**src/rtl/bcd_serial_adder.sv**
```systemverilog
// Serial multi-digit BCD adder.
// It processes one digit per clock, least-significant digit first.
// Operands are accepted, and the result is returned, over valid/ready handshakes.
// Optional feature: define BCD_SUB_EN to add the sub port. When sub is set, the adder
// adds the nines complement of b, which gives a - b in tens complement.
module bcd_serial_adder #(
   parameter int unsigned NDIGITS = 4
) (
   input  logic                   clk,
   input  logic                   reset,
   input  logic                   in_valid,
   output logic                   in_ready,
   input  logic [4*NDIGITS-1:0]   a,
   input  logic [4*NDIGITS-1:0]   b,
   input  logic                   carry_in,
`ifdef BCD_SUB_EN
   input  logic                   sub,
`endif
   output logic                   out_valid,
   input  logic                   out_ready,
   output logic [4*NDIGITS-1:0]   sum,
   output logic                   carry_out,
   output logic                   digit_err
);

   localparam int unsigned IW = (NDIGITS > 1) ? $clog2(NDIGITS) : 1;
   localparam logic [IW-1:0] LastIdx = IW'(NDIGITS - 1);

   typedef enum logic [1:0] {StIdle, StRun, StDone} state_t;

   state_t                state;
   logic [4*NDIGITS-1:0]  a_q;
   logic [4*NDIGITS-1:0]  b_q;
   logic                  carry;
   logic [IW-1:0]         idx;
`ifdef BCD_SUB_EN
   logic                  sub_q;
`endif

   logic [3:0] a_dig;
   logic [3:0] b_dig;
   logic [3:0] b_eff;
   logic [4:0] t;
   logic [3:0] sum_dig;
   logic       carry_nxt;
   logic       dig_bad;

   // Single-digit BCD add of the digit selected by idx
   always_comb begin
      a_dig = a_q[4*idx +: 4];
      b_dig = b_q[4*idx +: 4];
`ifdef BCD_SUB_EN
      // Nines complement; illegal b digits wrap, but digit_err flags them anyway
      b_eff = sub_q ? (4'd9 - b_dig) : b_dig;
`else
      b_eff = b_dig;
`endif
      t = {1'b0, a_dig} + {1'b0, b_eff} + {4'b0000, carry};
      if (t > 5'd9) begin
         sum_dig   = t[3:0] + 4'd6;
         carry_nxt = 1'b1;
      end else begin
         sum_dig   = t[3:0];
         carry_nxt = 1'b0;
      end
      // Error detection uses the raw operands, not the complemented b
      dig_bad = (a_dig > 4'd9) | (b_dig > 4'd9);
   end

   // Control FSM with registered handshake and result outputs
   always_ff @(posedge clk) begin
      if (reset) begin
         state     <= StIdle;
         in_ready  <= 1'b1;
         out_valid <= 1'b0;
         sum       <= '0;
         carry_out <= 1'b0;
         digit_err <= 1'b0;
         idx       <= '0;
         carry     <= 1'b0;
         a_q       <= '0;
         b_q       <= '0;
`ifdef BCD_SUB_EN
         sub_q     <= 1'b0;
`endif
      end else begin
         unique case (state)
            StIdle: begin
               if (in_valid && in_ready) begin
                  a_q       <= a;
                  b_q       <= b;
                  carry     <= carry_in;
`ifdef BCD_SUB_EN
                  sub_q     <= sub;
`endif
                  sum       <= '0;
                  digit_err <= 1'b0;
                  idx       <= '0;
                  in_ready  <= 1'b0;
                  state     <= StRun;
               end
            end
            StRun: begin
               sum[4*idx +: 4] <= sum_dig;
               carry           <= carry_nxt;
               digit_err       <= digit_err | dig_bad;
               if (idx == LastIdx) begin
                  // idx stays at the last digit so it never wraps
                  carry_out <= carry_nxt;
                  out_valid <= 1'b1;
                  state     <= StDone;
               end else begin
                  idx <= idx + 1'b1;
               end
            end
            StDone: begin
               // in_ready rises only after the handshake, so no same-cycle accept
               if (out_ready) begin
                  out_valid <= 1'b0;
                  in_ready  <= 1'b1;
                  state     <= StIdle;
               end
            end
            default: begin
               state     <= StIdle;
               in_ready  <= 1'b1;
               out_valid <= 1'b0;
            end
         endcase
      end
   end

endmodule

```
**config.mk**
```make
export PLATFORM = sky130hd
export DESIGN_NAME = bcd_serial_adder
export DESIGN_NICKNAME = d
export VERILOG_FILES = /design/src/rtl/bcd_serial_adder.sv
export SDC_FILE = /design/constraint.sdc
export NUM_CORES = 1
export LEC_CHECK = 0
export CORE_MARGIN = 1
export CORE_UTILIZATION = 43
export DETAILED_ROUTE_END_ITERATION = 12
export PLACE_DENSITY = 0.72
export SETUP_SLACK_MARGIN = 0.4
export SYNTH_ARGS = -nofsm -noshare
export SYNTH_HDL_FRONTEND = slang
export SYNTH_SLANG_ARGS = --single-unit
```
**constraint.sdc**
```tcl
create_clock -name clk -period 10.2 [get_ports clk]
set_input_delay 2.55 -clock clk [delete_from_list [all_inputs] [get_ports clk]]
set_output_delay 2.55 -clock clk [all_outputs]
set_load 0.03 [all_outputs]
```
# Word-level counts from Yosys, hierarchy flattened
# Cells that the tools add are included.
word_totals:
  romBits: 0
  regBits: 57
  latchBits: 0
  mem_count: 0
  input_bits: 37
  mem_bits_rw: 0
op_classes:
  addsub: 5
  n_mux: 21
  order_cmp: 3
  bitwise_logic: 4
  n_mul: 0
  n_div: 0
  shift: 4
  reduce_logical: 10
  eq_ne: 7
op_table:
  columns: ["op", "count"]
  rows:
  - ["$neg 4->34", 1]
  - ["$shift 4x34->16 const A", 1]
  - ["$shiftx 4x34->16", 1]
  - ["$pmux 16 s2", 1]
  - ["$shiftx 16x5->4", 2]
  - ["$bwmux 16", 1]
  - ["$mux 16", 1]
  - ["$reduce_and 3->1", 4]
  - ["$mux 2", 5]
  - ["$gt 4x4->1 const B", 2]
  - ["$ne 2x2->1 const B", 4]
  - ["$mux 1", 6]
  - ["$pmux 1 s3", 2]
  - ["$pmux 2 s3", 1]
  - ["$reduce_and 2->1", 3]
  - ["$add 4x4->5", 1]
  - ["$add 5x1->5", 1]
  - ["$gt 5x4->1 const B", 1]
  - ["$add 4x3->4 const B", 1]
  - ["$eq 2x2->1 const B", 2]
  - ["$mux 4", 1]
  - ["$pmux 1 s2", 2]
  - ["$pmux 2 s2", 1]
  - ["$add 2x1->2 const B", 1]
  - ["other kinds (6)", 8]

# Longest topological paths before layout
depth:
  word_depth: 8
  ltp_mapped: 13
  mapped_depth_nobuf: 10

# Worst setup path after synthesis
# OpenSTA, ideal clock, no wires.
synth_timing:
  path_kind: "reg2reg"
  startpoint: "register idx[0]"
  endpoint: "register sum[14]"
  setup_ns: 0.059
  n_path_buf: 3
  t_arrival_ns: 3.772
  path_stages_with_launch: 14
  path_slack_ns: 6.369
  cell_sequence: "dfxtp_1 > buf_2 > buf_2 > mux4_2 > fa_1 > fa_1 > buf_2 > inv_1 > ha_1 > nor2b_1 > a31o_2 > o31ai_4 > mux2i_1 > a22o_1"
synth_between:
  elab_chain_cells: 8
  word_cells_on_any_way: 12
synth_lines:
  columns: ["item", "line_no", "rtl"]
  rows:
  - ["start, declared", "35", "logic [IW-1:0] idx;"]
  - ["start signal, assigned", "113", "idx <= idx + 1'b1;"]
  - ["$shiftx 16x5->4, on equally long branches", "50, 51", null]
  - ["$add 4x4->5", "58", "t = {1'b0, a_dig} + {1'b0, b_eff} + {4'b0000, carry};"]
  - ["$add 5x1->5", "58", null]
  - ["$add 4x3->4 / $gt 5x4->1 (equally long branches)", "60, 59", null]
  - ["$mux 4", "59", "if (t > 5'd9) begin"]
  - ["$shiftx 4x34->16", "104", "sum[4*idx +: 4] <= sum_dig;"]
  - ["$bwmux 16 (*)", "104", null]
  - ["$pmux 16 s2 (*)", "87", "unique case (state)"]
  - ["end signal, assigned by index", "104", null]
  - ["end, declared", "21", "output logic [4*NDIGITS-1:0] sum,"]
# Mark *: on every way between the ends. The rest lies on a longest branch, timed or not.
# A chain may end at the register's enable or synchronous reset.

# Final worst setup path
# Ends and elaborated chain as after synthesis.

==> flow_summary.yaml <==
status:
  status: "finished, final reports clean"
floorplanning:
  floorplan.initialDensity_pct: 45.5
  num_rows: 28
  dieArea_mm2: 0.00670
  top_level_ports: 57
  die_h_um: 81.8
  die_x_um: 81.8
  coreArea_mm2: 0.00603
drt:
  wl_um: 6250
  drc_errors: 0
  drtAntennaViolNets: 0
  first_iter_violations: 196
  wl_per_cell_um: 13.9
  viasPerCell: 5.44
  vias: 2454
  first_pass_iters: 6
finish:
  syn_to_final_growth_pct: 29.2
  finalNonFillerCells: 451
  diodes: 0
  final_nets: 419
  final_core_util_pct: 58.8
  drive_gt1_share_pct: 9.04
  fin_area_mm2: 0.00354
synth:
  synthTopCellsByArea: "dfxtp_1 (42%), nand2_1 (11%), a21oi_1 (9.1%)"
  yosysMostFrequentCell: "nand2_1"
  syn-num-nets: 373
  yosysTopAreaCell: "dfxtp_1"
  synth_edf_count: 0
  syn_area_mm2: 0.00274
  yosysWarnings: 0
  synth_cells: 325
  ys_ff_latch: 57
  ys_top_cells_by_count: "nand2_1 (80), dfxtp_1 (57), a21oi_1 (50), nor2_1 (20), clkbuf_1 (15)"
  synthArstFlopShare_pct: 0
  avgSynthCellArea_um2: 8.44
  synth-main-ff-cell: "dfxtp_1"
  yosysSeqAreaShare_pct: 41.6
  ys_types: 47
  synthDominantCellAreaShare_pct: 41.6
power:
  peakVddDrop_mv: 0.150
  p_leak_nw: 1.26
  powerDensity_mw_per_mm2: 164
clock_tree:
  cts_made_buffers: 9
  cts_resized: 0
  htreeDepth: 3
  cts.sinks: 57
  root_buffer: "clkbuf_8"
  clk_latency_ns: 0.35
  cts_hold_buffers: 0
  cts_tree: "built"
  clockBufferDepth: 2
  cts.clk_slew.worst_paths_ns: 0.07
  cts_setup_buffers: 0
timing:
  final_hold_viol_count: 0
  setup_ws_ns: 5.81
  fin_crit_ns: 4.39
  fin_crit_sh_pct: 43.0
  fin_tns_setup_ns: 0
  rsz0062_at_grt: "false"
  slew_violations: 0
  maxSlewHeadroom_pct: 30.1
  setup_violations: 0
  fin_skew_ns: 0.00643
  fmax_mhz: 228
  worst_pin_slew_ns: 1.05
worst_setup_path:
  worstReg2RegEnd: "sum[14]"
  reg2reg_slack_ns: 5.81
  path_class: "flip-flop to flip-flop"
  cp.required_ns: 10.49
  arrival_ns: 4.68
  timing.rr.start: "idx[0]"
  crit_start: "idx[0]"
  crit_path_max_fanout: 17
  crit_end: "sum[14]"
  worstSetupStartpointType: "flip-flop"
  endpoint_kind: "flip-flop"
  r2r_cells: 11
global_route:
  overflow: 0
  grt_pass1_wl_um: 10300
  grt_pass1_vias: 2225
  antenna_found_initial: 0
  grtUsageTotal_pct: 20.6
  grt_max_degree: 62
placed_design:
  place_congestion: 0.893
  dp_hpwl_um: 4290
  placed_cells: 435
  dpl_cell_area_mm2: 0.00332
  pre_cts_ws_ns: 5.74
  io_buffers: 56
flow_run:
  drv_cap: 0
min_path:
  worst_hold_path_type: "flip-flop to flip-flop"
==> metal layers <==
metal	wire length [µm]	track usage (%)	share of wire, %
met3	389	7.56	6.2
met1	2780	24.9	44
met4	70	7.19	1.1
met2	3010	33.6	48
met5	0	0	0
==> worst min-delay path by stage <==
stage,from,endpoint,slack [ns],cells after the start
after floorplan,a_q[10],a_q[10],0.43,2
after global placement,sum[3],sum[3],0.44,2
after detailed placement,a_q[14],a_q[14],0.45,2
after CTS,a_q[11],a_q[11],0.46,2
after global routing,a_q[11],a_q[11],0.47,2
final,sum[7],sum[7],0.46,2
==> final cells by class <==
cell class	instances	area (µm²)
multi-input combinational	239	1490
clock inverter	7	95.1
fill	528	2480
sequential	57	1140
tap	75	93.8
timing repair buffer	58	571
inverter	6	22.5
clock buffer	9	124
==> where the power goes <==
| part | switching, mW | internal, mW |
|---|---|---|
| Combinational | 0.0619 | 0.0464 |
| Sequential | 0.00805 | 0.234 |
| Clock | 0.0945 | 0.137 |
| Total | 0.164 | 0.417 |
==> placed cells by master (no fill, tap or decap), drive strengths merged, types with 2 or more instances in the layout <==
cell type,n
nand2,80
dfxtp,57
clkdlybuf4s50,55
a21oi,51
nor2,20
ha,9
clkbuf,9
mux4,8
nor3,7
nand3,6
nor2b,6
inv,6
o31ai,5
a31oi,4
a22o,4
clkinvlp,4
and3,4
nand2b,3
a32oi,3
buf,3
mux2i,2
o21ai,2
a22oi,2
or4,2
fa,2
bufinv,2
or2,2
==> stage by stage <==
| step | hold slack (ns) | total power, mW |
|---|---|---|
| floorplan | 0.433 | 0.320 |
| global placement | 0.436 | 0.352 |
| detailed placement | 0.446 | 0.354 |
| CTS | 0.460 | 0.585 |
| global route | 0.474 | 0.610 |
| finish | 0.455 | 0.581 |
==> state kept, by name, indices dropped and copies added, names as in the netlist <==
name	cells
idx	2
a_q	16
in_ready	1
out_valid	1
sum	16
state	2
b_q	16
carry	1
carry_out	1
digit_err	1
==> critical path: stages (launching register included) <==
cell	delay, ns
dfxtp_1	0.48
buf_4	0.29
mux4_2	0.55
fa_1	0.44
fa_1	0.85
inv_1	0.15
ha_1	0.25
nor2b_1	0.14
a31o_2	0.29
o31ai_4	0.31
mux2i_1	0.40
a22o_1	0.19
==> cells by family after synthesis <==
logic type,share of synthesized area (%)
mux,7.30
flops,41.6
compound gates,19.0
simple gates,21.8
fa+ha+maj,5.57
buf+inv,4.43
xor+xnor,0.320
Note: power is estimated with default switching activity, not from simulation.
